### src/rtl/lcd_pkg.sv
// Shared types and constants for the LCD fill path: arbiter FSM encoding,
// RGB888 colour constants and default frame geometry.
package lcd_pkg;

    typedef enum logic [2:0] {
        StIdle     = 3'd0,
        StCheck    = 3'd1,
        StLaunch   = 3'd2,
        StWaitDone = 3'd3,
        StRelease  = 3'd4
    } arb_state_e;

    localparam int unsigned OwnerW       = 3;
    localparam int unsigned HDispDefault = 1024;
    localparam int unsigned VDispDefault = 600;

    localparam logic [23:0] RgbBlack = 24'h000000;
    localparam logic [23:0] RgbWhite = 24'hFFFFFF;
    localparam logic [23:0] RgbRed   = 24'hFF0000;
    localparam logic [23:0] RgbGreen = 24'h00FF00;
    localparam logic [23:0] RgbBlue  = 24'h0000FF;

endpackage

### src/rtl/rr_arbiter.sv
// Combinational round-robin picker: first set request at or after rr_ptr,
// wrapping modulo NUM_REQ; returns one-hot grant plus its index.
module rr_arbiter
    import lcd_pkg::*;
#(
    parameter int unsigned NUM_REQ = 4
) (
    input  logic [NUM_REQ-1:0] req,
    input  logic [OwnerW-1:0]  rr_ptr,
    output logic [NUM_REQ-1:0] gnt,
    output logic [OwnerW-1:0]  gnt_idx,
    output logic               gnt_valid
);

    localparam int unsigned IdxW = (NUM_REQ > 1) ? $clog2(NUM_REQ) : 1;

    logic [IdxW-1:0] idx;

    always_comb begin
        gnt       = '0;
        gnt_idx   = '0;
        gnt_valid = 1'b0;
        idx       = '0;
        for (int unsigned i = 0; i < NUM_REQ; i++) begin
            idx = IdxW'((32'(rr_ptr) + i) % NUM_REQ);
            if (!gnt_valid && req[idx]) begin
                gnt[idx]  = 1'b1;
                gnt_idx   = OwnerW'(idx);
                gnt_valid = 1'b1;
            end
        end
    end

endmodule

### src/rtl/lcd_fill_arbiter.sv
// Round-robin front end for the shared LCD fill engine: grants one client,
// bounds-checks its command, runs the enable/busy handshake and reports ack/err.
module lcd_fill_arbiter
    import lcd_pkg::*;
#(
    parameter int unsigned NUM_REQ  = 4,
    parameter int unsigned H_DISP   = HDispDefault,
    parameter int unsigned V_DISP   = VDispDefault,
    parameter int unsigned START_TO = 64
) (
    input  logic                    clk,
    input  logic                    rst_n,
    input  logic                    mem_ready,
    input  logic [NUM_REQ-1:0]      req,
    input  logic [16*NUM_REQ-1:0]   req_x,
    input  logic [16*NUM_REQ-1:0]   req_y,
    input  logic [24*NUM_REQ-1:0]   req_pixel,
    input  logic [24*NUM_REQ-1:0]   req_len,
    output logic [NUM_REQ-1:0]      ack,
    output logic [NUM_REQ-1:0]      err,
    output logic                    eng_enable,
    output logic [15:0]             eng_x,
    output logic [15:0]             eng_y,
    output logic [23:0]             eng_pixel,
    output logic [23:0]             eng_len,
    input  logic                    eng_busy,
    output logic [OwnerW-1:0]       owner,
    output logic                    active
);

    localparam int unsigned      WdW    = $clog2(START_TO + 1);
    localparam logic [WdW-1:0]   WdLast = WdW'(START_TO - 1);
    localparam logic [WdW-1:0]   WdMax  = WdW'(START_TO);
    localparam logic [15:0]      HLim   = 16'(H_DISP);
    localparam logic [15:0]      VLim   = 16'(V_DISP);

    arb_state_e          state;
    logic [OwnerW-1:0]   rr_ptr;
    logic [NUM_REQ-1:0]  owner_oh;
    logic [WdW-1:0]      wd_cnt;

    logic [NUM_REQ-1:0]  gnt;
    logic [OwnerW-1:0]   gnt_idx;
    logic                gnt_valid;

    logic [15:0]         sel_x;
    logic [15:0]         sel_y;
    logic [23:0]         sel_pixel;
    logic [23:0]         sel_len;

    rr_arbiter #(
        .NUM_REQ (NUM_REQ)
    ) u_rr_arbiter (
        .req       (req),
        .rr_ptr    (rr_ptr),
        .gnt       (gnt),
        .gnt_idx   (gnt_idx),
        .gnt_valid (gnt_valid)
    );

    // One-hot mux of the winning client's command fields.
    always_comb begin
        sel_x     = '0;
        sel_y     = '0;
        sel_pixel = '0;
        sel_len   = '0;
        for (int unsigned i = 0; i < NUM_REQ; i++) begin
            if (gnt[i]) begin
                sel_x     = req_x[16*i +: 16];
                sel_y     = req_y[16*i +: 16];
                sel_pixel = req_pixel[24*i +: 24];
                sel_len   = req_len[24*i +: 24];
            end
        end
    end

    always_ff @(posedge clk or negedge rst_n) begin
        if (!rst_n) begin
            state      <= StIdle;
            rr_ptr     <= '0;
            owner      <= '0;
            owner_oh   <= '0;
            active     <= 1'b0;
            ack        <= '0;
            err        <= '0;
            eng_enable <= 1'b0;
            eng_x      <= '0;
            eng_y      <= '0;
            eng_pixel  <= '0;
            eng_len    <= '0;
            wd_cnt     <= '0;
        end else begin
            ack <= '0;
            err <= '0;
            unique case (state)
                StIdle: begin
                    // A stale busy from the engine blocks new grants.
                    if (mem_ready && gnt_valid && !eng_busy) begin
                        eng_x     <= sel_x;
                        eng_y     <= sel_y;
                        eng_pixel <= sel_pixel;
                        eng_len   <= sel_len;
                        owner     <= gnt_idx;
                        owner_oh  <= gnt;
                        active    <= 1'b1;
                        state     <= StCheck;
                    end
                end
                StCheck: begin
                    if (eng_x >= HLim || eng_y >= VLim || eng_len == '0) begin
                        err   <= owner_oh;
                        state <= StRelease;
                    end else begin
                        eng_enable <= 1'b1;
                        wd_cnt     <= '0;
                        state      <= StLaunch;
                    end
                end
                StLaunch: begin
                    if (eng_busy) begin
                        eng_enable <= 1'b0;
                        state      <= StWaitDone;
                    end else if (wd_cnt >= WdLast) begin
                        eng_enable <= 1'b0;
                        err        <= owner_oh;
                        state      <= StRelease;
                    end else if (wd_cnt != WdMax) begin
                        wd_cnt <= wd_cnt + 1'b1;
                    end
                end
                StWaitDone: begin
                    if (!eng_busy) begin
                        ack   <= owner_oh;
                        state <= StRelease;
                    end
                end
                StRelease: begin
                    active <= 1'b0;
                    rr_ptr <= (owner == OwnerW'(NUM_REQ - 1)) ? '0 : owner + 1'b1;
                    state  <= StIdle;
                end
                default: state <= StIdle;
            endcase
        end
    end

endmodule

### config.mk
export PLATFORM = sky130hd
export DESIGN_NAME = lcd_fill_arbiter
export DESIGN_NICKNAME = d
export VERILOG_FILES = /design/src/rtl/lcd_pkg.sv /design/src/rtl/rr_arbiter.sv /design/src/rtl/lcd_fill_arbiter.sv
export SDC_FILE = /design/constraint.sdc
export NUM_CORES = 1
export LEC_CHECK = 0
export BUFFER_PORTS_ARGS = -buffer_cell sky130_fd_sc_hd__buf_2
export CAP_MARGIN = 15
export CORE_AREA = 8 8 156 158
export CTS_CLUSTER_DIAMETER = 60
export DETAILED_ROUTE_END_ITERATION = 12
export DIE_AREA = 0 0 164 166
export GPL_TIMING_DRIVEN = 0
export PLACE_DENSITY = 0.7
export SLEW_MARGIN = 20
export SYNTH_ARGS = -nofsm -noshare
export SYNTH_HDL_FRONTEND = slang
export SYNTH_HIERARCHICAL = 1
export SYNTH_SLANG_ARGS = --single-unit
### constraint.sdc
create_clock -name clk -period 3.8 [get_ports clk]
set_clock_uncertainty 0.15 [all_clocks]
set_input_delay 0 -clock clk [delete_from_list [all_inputs] [get_ports clk]]
set_output_delay 0 -clock clk [all_outputs]
set_load 0.005 [all_outputs]
Word level (Yosys, flattened, before mapping)
Index checks and enable logic that the tools add are counted.
{"block": "word_totals", "register_bits": 109, "elab_cells": 137}
{"block": "op_classes", "n_reduce_logical": 24, "n_mux": 68, "n_bitwise": 3, "order_cmp": 11, "n_addsub": 5, "n_eq_ne": 13}
{"cell": "24-bit two-way mux", "n": 8}
{"cell": "16-bit two-way mux", "n": 8}
{"cell": "4-bit two-way mux", "n": 9}
{"cell": "7-bit two-way mux", "n": 4}
{"cell": "24-bit logical NOT", "n": 1}
{"cell": "3-bit two-way mux", "n": 8}
{"cell": "16-bit by 10-bit greater-or-equal comparator with 1-bit output, second input constant", "n": 1}
{"cell": "16-bit by 11-bit greater-or-equal comparator with 1-bit output, second input constant", "n": 1}
{"cell": "1-bit two-way mux", "n": 16}
{"cell": "7-bit one-hot mux with 2 select lines", "n": 1}
{"cell": "2-bit by 3-bit < comparator with 1-bit output, second input constant", "n": 4}
{"cell": "2-bit != test, second input constant", "n": 6}
{"cell": "4-bit bitwise OR", "n": 3}
{"cell": "3-bit one-hot mux with 4 select lines", "n": 1}
{"cell": "3-bit by 2-bit equality test with 1-bit output, second input constant", "n": 3}
{"cell": "1-bit logical AND", "n": 9}
{"cell": "1-bit binary-select mux with 2-bit select", "n": 4}
{"cell": "1-bit demux with 2-bit select", "n": 4}
{"cell": "2-bit by 1-bit greater-or-equal comparator with 1-bit output, second input constant", "n": 4}
{"cell": "4-bit one-hot mux with 2 select lines", "n": 1}
{"cell": "7-bit by 1-bit adder with 7-bit output, second input constant", "n": 1}
{"cell": "7-bit by 6-bit greater-or-equal comparator with 1-bit output, second input constant", "n": 1}
{"cell": "7-bit != test, second input constant", "n": 1}
{"cell": "3-bit AND reduction", "n": 2}
{"cell": "other kinds (13)", "n": 23}

Longest topological paths before layout
Gate-level depths: netlist of run 1.
{"block": "depth", "ltp_word": 16, "depth_mapped": 15, "mapped_depth_nobuf": 10}

Modules after synthesis
The synthesis of run 1 kept the hierarchy.
{"mod": "lcd_fill_arbiter", "seq_area_each_um2": 2752.6, "cells_per_inst": 774, "area_per_inst_um2": 6799.0, "n_inst": 1}
{"mod": "rr_arbiter", "seq_area_each_um2": 0.0, "cells_per_inst": 47, "area_per_inst_um2": 434.2, "n_inst": 1}

Least setup slack after synthesis of run 1
Ideal clock, no wire load.
{"block": "synth_timing", "path_kind": "register to register", "from": "register rr_ptr[0]", "to": "register eng_len[4]", "setup_slack_ns": 0.641, "path_stages_with_launch": 16, "arrival_ns": 2.926, "path_cell_list": "dfrtp_1 buf_6 inv_1 ha_1 mux4_2 buf_6 nor4b_4 a22oi_1 o21ai_0 nor2b_1 buf_2 buf_4 buf_4 a221oi_1 o31a_1 o21ai_0"}
{"block": "synth_via", "elab_chain_len": 16, "elab_cells_between_ends": 55, "cone_classes": "3 x add/sub; 8 x order compare; 28 x mux; 3 x bitwise; 13 x reduce/logical"}
{"element": "start: declaration", "line_no": "lcd_fill_arbiter.sv:38", "text": "logic [OwnerW-1:0] rr_ptr;"}
{"element": "start signal: assignment", "line_no": "lcd_fill_arbiter.sv:139", "text": "rr_ptr <= (owner == OwnerW'(NUM_REQ - 1)) ? '0 : owner + 1'b1;"}
{"element": "branches (longest 11 deep; another with 2-bit by 3-bit < comparator with 1-bit output)"}
{"element": "4-bit two-way mux (*)", "line_no": "rr_arbiter.sv:26", "text": "if (!gnt_valid && req[idx]) begin"}
{"element": "via gnt[0]", "line_no": "lcd_fill_arbiter.sv:42", "text": "logic [NUM_REQ-1:0] gnt;"}
{"element": "24-bit two-way mux (*) (4 in a row)", "line_no": "lcd_fill_arbiter.sv:68", "text": "if (gnt[i]) begin"}
{"element": "end signal: assignment", "line_no": "lcd_fill_arbiter.sv:102", "text": "eng_len <= sel_len;"}
{"element": "end: declaration", "line_no": "lcd_fill_arbiter.sv:25", "text": "output logic [23:0] eng_len,"}
Mark *: on every way through the listed nets, which the timed path passes. The select of a mux whose other input is x is not followed.
A chain may end at the register's enable or synchronous reset.

Worst setup path in the final report of run 1
{"block": "layout_timing", "from": "register rr_ptr[0]", "to": "register eng_x[9]"}
{"block": "layout_via", "elab_cells_between_ends": 55, "cone_classes": "3 x add/sub; 8 x order compare; 28 x mux; 3 x bitwise; 13 x reduce/logical"}
{"element": "branches (longest 11 deep; another with 2-bit by 3-bit < comparator with 1-bit output)"}
{"element": "4-bit two-way mux (*)", "line_no": "rr_arbiter.sv:26"}
{"element": "via gnt[1]", "line_no": "lcd_fill_arbiter.sv:42"}
{"element": "16-bit two-way mux (*) (3 in a row)", "line_no": "lcd_fill_arbiter.sv:68"}
{"element": "end signal: assignment", "line_no": "lcd_fill_arbiter.sv:99", "text": "eng_x <= sel_x;"}
{"element": "end: declaration", "line_no": "lcd_fill_arbiter.sv:22", "text": "output logic [15:0] eng_x,"}
Marks and branches as above.

==> flow_summary.json, run 1 <==
{
  "synthCells": 817,
  "ys.warnings.count": 6,
  "worst-path-max-fanout": 10,
  "finalNetCount": 1746,
  "synth_nets": 1153,
  "setup-tns-final_ns": 0,
  "reg2reg_slack_ns": 0.16,
  "core.rowCount": 55,
  "start_util": 0.3256,
  "numCtsBuffers": 9,
  "drt_iter0_drc": 753,
  "routed_wl_mm": 36.35,
  "synth_area_sq_um": 7193,
  "cp.required_ns": 3.91,
  "r2r_cells": 14,
  "firstDrtPassIters": 5,
  "hold_class": "input pin to async pin",
  "avgViaCountPerCell": 5.405,
  "post-route-util": 0.5277,
  "worst_pin_slew_ns": 0.9537,
  "antenna_found_initial": 4,
  "die_area_sq_um": 27220,
  "power_density_nw_per_um2": 835.4,
  "worstReg2RegStart": "rr_ptr[0]",
  "slew_headroom": 0.3593,
  "finalSetupViolations": 0,
  "clock-sinks": 109,
  "post-route-min-period_ns": 3.641,
  "p_leak_nw": 5.522,
  "grt_pass1_vias": 9509,
  "maxCapViolations": 0,
  "critPathKind": "register to register",
  "clk_pin_slew_ns": 0.07,
  "place_congestion": 0.9159,
  "avgSynthCellArea_sq_um": 8.804,
  "area_growth_pct": 62.06,
  "grt_remaining_overflow": 0,
  "cp.arrival_ns": 3.75,
  "post-place-ws_ns": -0.3665,
  "status": "finished, final reports clean",
  "grt_first_pass_wirelength_mm": 54.07,
  "endpoint": "eng_x[9]",
  "insertion_delay_ns": 0.36,
  "grt_max_degree": 57,
  "worst_setup_path_start_kind": "register",
  "layout_worst_path_cycle_share": 0.9582,
  "cts_tree": "built",
  "post-dp-hpwl_mm": 27.32,
  "ir_drop_mv": 0.3525,
  "slew_violations": 0,
  "vias": 9199,
  "ant_nets": 0,
  "wire_per_inst_microns": 21.36,
  "clockBufferDepth": 2,
  "drive_gt1_frac": 0.3668,
  "port_buffers": 419,
  "final_cell_mix": "buf_2 (441), nand2_1 (177), dlygate4sd3_1 (159), dfrtp_1 (107), nor2b_1 (84)",
  "die_h_microns": 166,
  "ios": 421,
  "finalWorstSetupSlack_ns": 0.1590,
  "drc": 0,
  "die_x_microns": 164,
  "fmax_ghz": 0.2746,
  "endpoint_kind": "register",
  "core_sq_um": 22090,
  "grt_usage": 0.2562,
  "htree_levels": 3,
  "startpoint": "rr_ptr[0]",
  "root_buffer": "clkbuf_16",
  "r2r_end": "eng_x[9]",
  "final_common_cell": "buf_2",
  "hold_violations": 0
}
## metal layers
metal / global-route usage / routed length [microns] / vias up
met5: 0 / 31 / -
met3: 0.05900 / 3058 / 97
met2: 0.4197 / 17200 / 520
li1: - / - / 4223
met4: 0.1119 / 1457 / 4
met1: 0.3152 / 14610 / 4355
## sequential cells by signal, indices dropped and copies added, names as in the netlist, 4 cells and up
signal	count
eng_x	16
eng_y	16
ack	4
eng_len	24
wd_cnt	7
owner_oh	4
eng_pixel	24
err	4
## report_power, final
group	total [mW]	internal [mW]	switching [mW]	leakage (nW)
combinational	6.79	3.00	3.79	3.98
clock	0.933	0.470	0.463	0.141
sequential	2.02	1.61	0.406	1.40
total	9.74	5.08	4.65	5.52
## layout make-up
cell class,count,area (sq um)
well taps,285,356.6
clock inverters,6,46.29
repair buffers,582,3757
inverters,9,33.78
diodes,2,5.005
multi-input cells,621,4076
plain buffers,78,412.9
fillers,2022,10430
clock buffers,10,239.0
flip-flops and latches,109,2730
## through the flow
stage | std cells | hold slack (ns) | total power [mW] | instance area [sq um]
floorplan | 817 | -0.4456 | 6.141 | 7193
global route | 1702 | 0.02929 | 10.45 | 11660
global placement | 1521 | 0.1530 | 8.390 | 9647
detailed placement | 1522 | -0.1548 | 8.463 | 9681
CTS | 1697 | 0.004928 | 9.618 | 11580
finish | 1702 | 0.01708 | 9.739 | 11660
## worst max-delay path: stages, from the launching register on
cell and delay, ns:
dfrtp_2 0.41, buf_6 0.16, inv_1 0.07, ha_1 0.36, mux4_2 0.32, buf_6 0.16, nor4b_4 0.32, buf_4 0.18
a22oi_1 0.05, o21ai_0 0.13, buf_4 0.30, clkbuf_4 0.33, a221oi_1 0.15, o31a_1 0.27, o21ai_0 0.18
## repair_timing
item	4_1_cts	5_1_grt
setup endpoints to repair	80	80
pin swaps	0	1
buffers inserted	0	3
hold endpoints to repair	196	0
hold buffers	159	0
gates resized for setup	15	22
## how the worst min path moves through the flow
stage                     startpoint         end  slack [ns]  depth (start not counted)
after floorplan                rst_n      ack[0]       -0.45                          0
after global placement     mem_ready    state[0]        0.15                          3
after detailed placement       rst_n   wd_cnt[0]       -0.15                          1
after CTS                  req_x[38]    eng_x[6]       0.005                          4
after global routing      req_len[1]  eng_len[1]        0.03                          4
final                          rst_n   wd_cnt[0]        0.02                          2
Note: power is estimated with default switching activity, not from simulation.
==> run 2: changes to the inputs <==
--- a/config.mk
+++ b/config.mk
@@ -12,7 +12,7 @@
 export DETAILED_ROUTE_END_ITERATION = 12
 export DIE_AREA = 0 0 164 166
 export GPL_TIMING_DRIVEN = 0
-export PLACE_DENSITY = 0.7
+export PLACE_DENSITY = 0.61
 export SLEW_MARGIN = 20
 export SYNTH_ARGS = -nofsm -noshare
 export SYNTH_HDL_FRONTEND = slang
==> run 2 against run 1 <==
- the flow now finishes with violations (negative hold slack)
- global-route usage rose by 0.44 points
- final cell count is 0.41% lower
- largest cell class unchanged
- via count decreased by 0.64%
- die area unchanged
- critical path type unchanged
- clock power increased by 2%
- power about the same
- sequential share of layout area rose by 0.11 points
- critical path depth did not move
- sequential power hardly changed
- setup slack better by 0.038 ns
==> flow_summary.json, run 2 (synthesis results as in run 1) <==
{
  "root_buffer": "clkbuf_16",
  "insertion_delay_ns": 0.35,
  "p_int_mw": 5.080,
  "endpoint_kind": "register",
  "place_congestion": 0.8842,
  "die_h_microns": 166,
  "clock-sinks": 109,
  "drc": 0,
  "grt_first_pass_wirelength_mm": 55.14,
  "finalWorstSetupSlack_ns": 0.1969,
  "port_buffers": 419,
  "finalNetCount": 1742,
  "worst_setup_path_start_kind": "register",
  "ir_drop_mv": 0.4378,
  "maxCapViolations": 0,
  "hold_class": "input pin to async pin",
  "critPathKind": "register to register",
  "pwr-share-clk": 0.098,
  "ios": 421,
  "hold_violations": 8,
  "firstDrtPassIters": 5,
  "ant_nets": 0,
  "cp.required_ns": 3.91,
  "die_x_microns": 164,
  "finalSetupViolations": 0,
  "power_density_nw_per_um2": 839.0,
  "violations": "negative hold slack",
  "clk_pin_slew_ns": 0.07,
  "core.rowCount": 55,
  "switchingPower_mw": 4.657,
  "die_area_sq_um": 27220,
  "drive_gt1_frac": 0.3641,
  "cp.arrival_ns": 3.72,
  "final_cell_mix": "buf_2 (442), nand2_1 (177), dlygate4sd3_1 (158), dfrtp_1 (107), nor2b_1 (84)",
  "reg_top3": "eng_len: 24 flops, eng_pixel: 24 flops",
  "pwr-share-seq": 0.208,
  "drt_iter0_drc": 448,
  "post-cts-setup-buffer-count": 0,
  "numCtsBuffers": 9,
  "start_util": 0.3256,
  "area_growth_pct": 61.33,
  "status": "complete, but fails checks",
  "sw_frac_of_total": 0.4783,
  "worstReg2RegStart": "rr_ptr[0]",
  "worst-path-max-fanout": 10,
  "post-dp-hpwl_mm": 27.98,
  "post-place-ws_ns": -0.3684,
  "vias": 9140,
  "core_sq_um": 22090,
  "grt_pass1_vias": 9793,
  "slew_headroom": 0.3839,
  "grt_usage": 0.2606,
  "p_leak_nw": 5.490,
  "post-route-min-period_ns": 3.603,
  "clockBufferDepth": 2,
  "htree_levels": 3,
  "cts_tree": "built",
  "worst_pin_slew_ns": 0.9171,
  "startpoint": "rr_ptr[0]",
  "combPwrFrac": 0.694,
  "grt_max_degree": 66,
  "final_common_cell": "buf_2",
  "grt_remaining_overflow": 0,
  "fmax_ghz": 0.2775,
  "layout_worst_path_cycle_share": 0.9482,
  "slew_violations": 0,
  "avgViaCountPerCell": 5.392,
  "routed_wl_mm": 36.59,
  "timing.hold.ws_ns": -0.008594,
  "antenna_found_initial": 5,
  "rsz0062_at_grt": "no",
  "wire_per_inst_microns": 21.59
}
==> run 2: worst max-delay path, stage by stage (launching register included) <==
cell and delay, ns:
dfrtp_2 0.41, buf_6 0.16, inv_1 0.07, ha_1 0.35
mux4_2 0.33, buf_6 0.16, nor4b_4 0.34, a22oi_1 0.16
o21ai_2 0.14, nor2b_1 0.16, clkbuf_4 0.21, buf_2 0.31
a221oi_1 0.18, o31a_1 0.26, o21ai_0 0.14
==> run 2: worst paths after layout <==
path                       cells after the start  slack (ns)      endpoint
max reg2reg                                   14        0.20      eng_x[9]
max                                           14        0.20      eng_x[9]
min                                            2      -0.009     wd_cnt[0]
min in group clk                               4        0.02     eng_x[10]
min reg2reg                                    2        0.33        active
max in group asynchronous                      3        2.81  eng_pixel[8]
==> run 2: cell type report <==
cell class / count / area, sq um
diodes: 1 / 2.502
multi-input cells: 621 / 4070
fillers: 2123 / 10490
well taps: 285 / 356.6
flip-flops and latches: 109 / 2730
plain buffers: 78 / 410.4
clock buffers: 10 / 239.0
clock inverters: 4 / 50.05
repair buffers: 578 / 3712
inverters: 9 / 33.78
==> run 2: timing repair <==
| action | CTS | global route |
|---|---|---|
| endpoints found under the hold margin | 196 | 0 |
| hold buffers | 158 | 0 |
| resized for setup | 12 | 23 |
| endpoints found under the setup margin | 80 | 80 |
| pin swaps | 0 | 1 |
==> run 2: power by group through the flow <==
stage | Sequential (mW) | Clock [mW] | Combinational (mW)
2_1_floorplan | 1.97 | 0 | 4.17
3_3_place_gp | 2.02 | 0 | 6.45
3_5_place_dp | 2.04 | 0 | 6.47
4_1_cts | 2.02 | 0.974 | 6.67
5_1_grt | 2.09 | 1.02 | 7.32
6_report | 2.03 | 0.952 | 6.75
==> run 2: per-layer routing <==
layer	track usage	wire length (microns)
met1	0.3107	14730
met2	0.4367	17330
met3	0.07238	3104
met4	0.09806	1378
met5	0	49
==> run 2: through the flow <==
step	utilization	power (mW)	std cells	cell area [sq um]	TNS (ns)
2_1_floorplan	-	6.141	817	7193	0
3_3_place_gp	0.4367	8.477	1521	9647	-12.74
3_5_place_dp	0.4382	8.514	1522	9681	-19.16
4_1_cts	0.5238	9.672	1694	11570	0
5_1_grt	0.5252	10.43	1694	11600	0
6_report	0.5253	9.737	1695	11600	0
==> run 3: changes to the inputs <==
--- a/config.mk
+++ b/config.mk
@@ -5,14 +5,14 @@
 export SDC_FILE = /design/constraint.sdc
 export NUM_CORES = 1
 export LEC_CHECK = 0
-export BUFFER_PORTS_ARGS = -buffer_cell sky130_fd_sc_hd__buf_2
 export CAP_MARGIN = 15
-export CORE_AREA = 8 8 156 158
+export CORE_AREA = 8 8 159 161
 export CTS_CLUSTER_DIAMETER = 60
 export DETAILED_ROUTE_END_ITERATION = 12
-export DIE_AREA = 0 0 164 166
+export DIE_AREA = 0 0 167 169
+export DONT_BUFFER_PORTS = 1
 export GPL_TIMING_DRIVEN = 0
-export PLACE_DENSITY = 0.61
+export PLACE_DENSITY = 0.43
 export SLEW_MARGIN = 20
 export SYNTH_ARGS = -nofsm -noshare
 export SYNTH_HDL_FRONTEND = slang
==> run 3 against run 2 <==
- the run now fails in 4_1_cts
- synthesized area did not move
- synthesized cell count unchanged
==> flow_summary.json, run 3 <==
{
  "synth_nets": 1153,
  "synthCells": 817,
  "dpl.cell_count": 1107,
  "clockBufferDepth": 2,
  "error": "[ERROR RSZ-0060] Max buffer count reached.",
  "core.rowCount": 56,
  "die_x_microns": 167,
  "status": "aborted with a tool error",
  "start_util": 0.3139,
  "port_buffers": 0,
  "post-cts-setup-buffer-count": 2,
  "place_congestion": 0.8895,
  "haltStage": "4_1_cts",
  "root_buffer": "clkbuf_16",
  "holdBufCountCts": 226,
  "die_h_microns": 169,
  "post-dp-hpwl_mm": 25.04,
  "synth_area_sq_um": 7193,
  "ys.warnings.count": 6,
  "numCtsBuffers": 9,
  "htree_levels": 3,
  "ios": 421,
  "cts.repair.resized": 15,
  "avgSynthCellArea_sq_um": 8.804
}
==> run 3: through the flow <==
| stage | cell area, sq um | setup WS [ns] | util | setup TNS (ns) | hold slack (ns) |
|---|---|---|---|---|---|
| 2_1_floorplan | 7193 | 0.6412 | - | 0 | -0.4456 |
| 3_5_place_dp | 7556 | -0.4107 | 0.3298 | -18.79 | -0.4417 |
| 3_3_place_gp | 7556 | -0.2915 | 0.3298 | -6.750 | -0.4406 |
==> run 4: changes to the inputs <==
--- a/config.mk
+++ b/config.mk
@@ -6,13 +6,12 @@
 export NUM_CORES = 1
 export LEC_CHECK = 0
 export CAP_MARGIN = 15
-export CORE_AREA = 8 8 159 161
-export CTS_CLUSTER_DIAMETER = 60
+export CORE_AREA = 8 8 156 158
 export DETAILED_ROUTE_END_ITERATION = 12
-export DIE_AREA = 0 0 167 169
+export DIE_AREA = 0 0 164 166
 export DONT_BUFFER_PORTS = 1
 export GPL_TIMING_DRIVEN = 0
-export PLACE_DENSITY = 0.43
+export PLACE_DENSITY_LB_ADDON = 0.15
 export SLEW_MARGIN = 20
 export SYNTH_ARGS = -nofsm -noshare
 export SYNTH_HDL_FRONTEND = slang
==> run 4 against run 3 <==
- the run again fails in 4_1_cts
- synthesized area unchanged
- synthesized cell count unchanged
==> flow_summary.json, run 4 <==
{
  "error": "[ERROR RSZ-0060] Max buffer count reached.",
  "root_buffer": "clkbuf_16",
  "numCtsBuffers": 9,
  "htree_levels": 3,
  "die_h_microns": 166,
  "synth_area_sq_um": 7193,
  "start_util": 0.3256,
  "status": "aborted with a tool error",
  "post-dp-hpwl_mm": 26.20,
  "holdBufCountCts": 224,
  "haltStage": "4_1_cts",
  "core.rowCount": 55,
  "port_buffers": 0,
  "place_congestion": 0.9037,
  "post-place-ws_ns": -0.3412,
  "clockBufferDepth": 2,
  "synthCells": 817,
  "avgSynthCellArea_sq_um": 8.804,
  "cts.repair.resized": 13,
  "ios": 421,
  "die_x_microns": 164,
  "synth_nets": 1153,
  "ys.warnings.count": 6,
  "post-cts-setup-buffer-count": 0
}
run 4: metrics by stage:
step | cell area [sq um] | utilization | instances | hold WS, ns
2_1_floorplan | 7193 | - | 817 | -0.4456
3_3_place_gp | 7550 | 0.3418 | 1102 | -0.4407
3_5_place_dp | 7550 | 0.3418 | 1102 | -0.4409
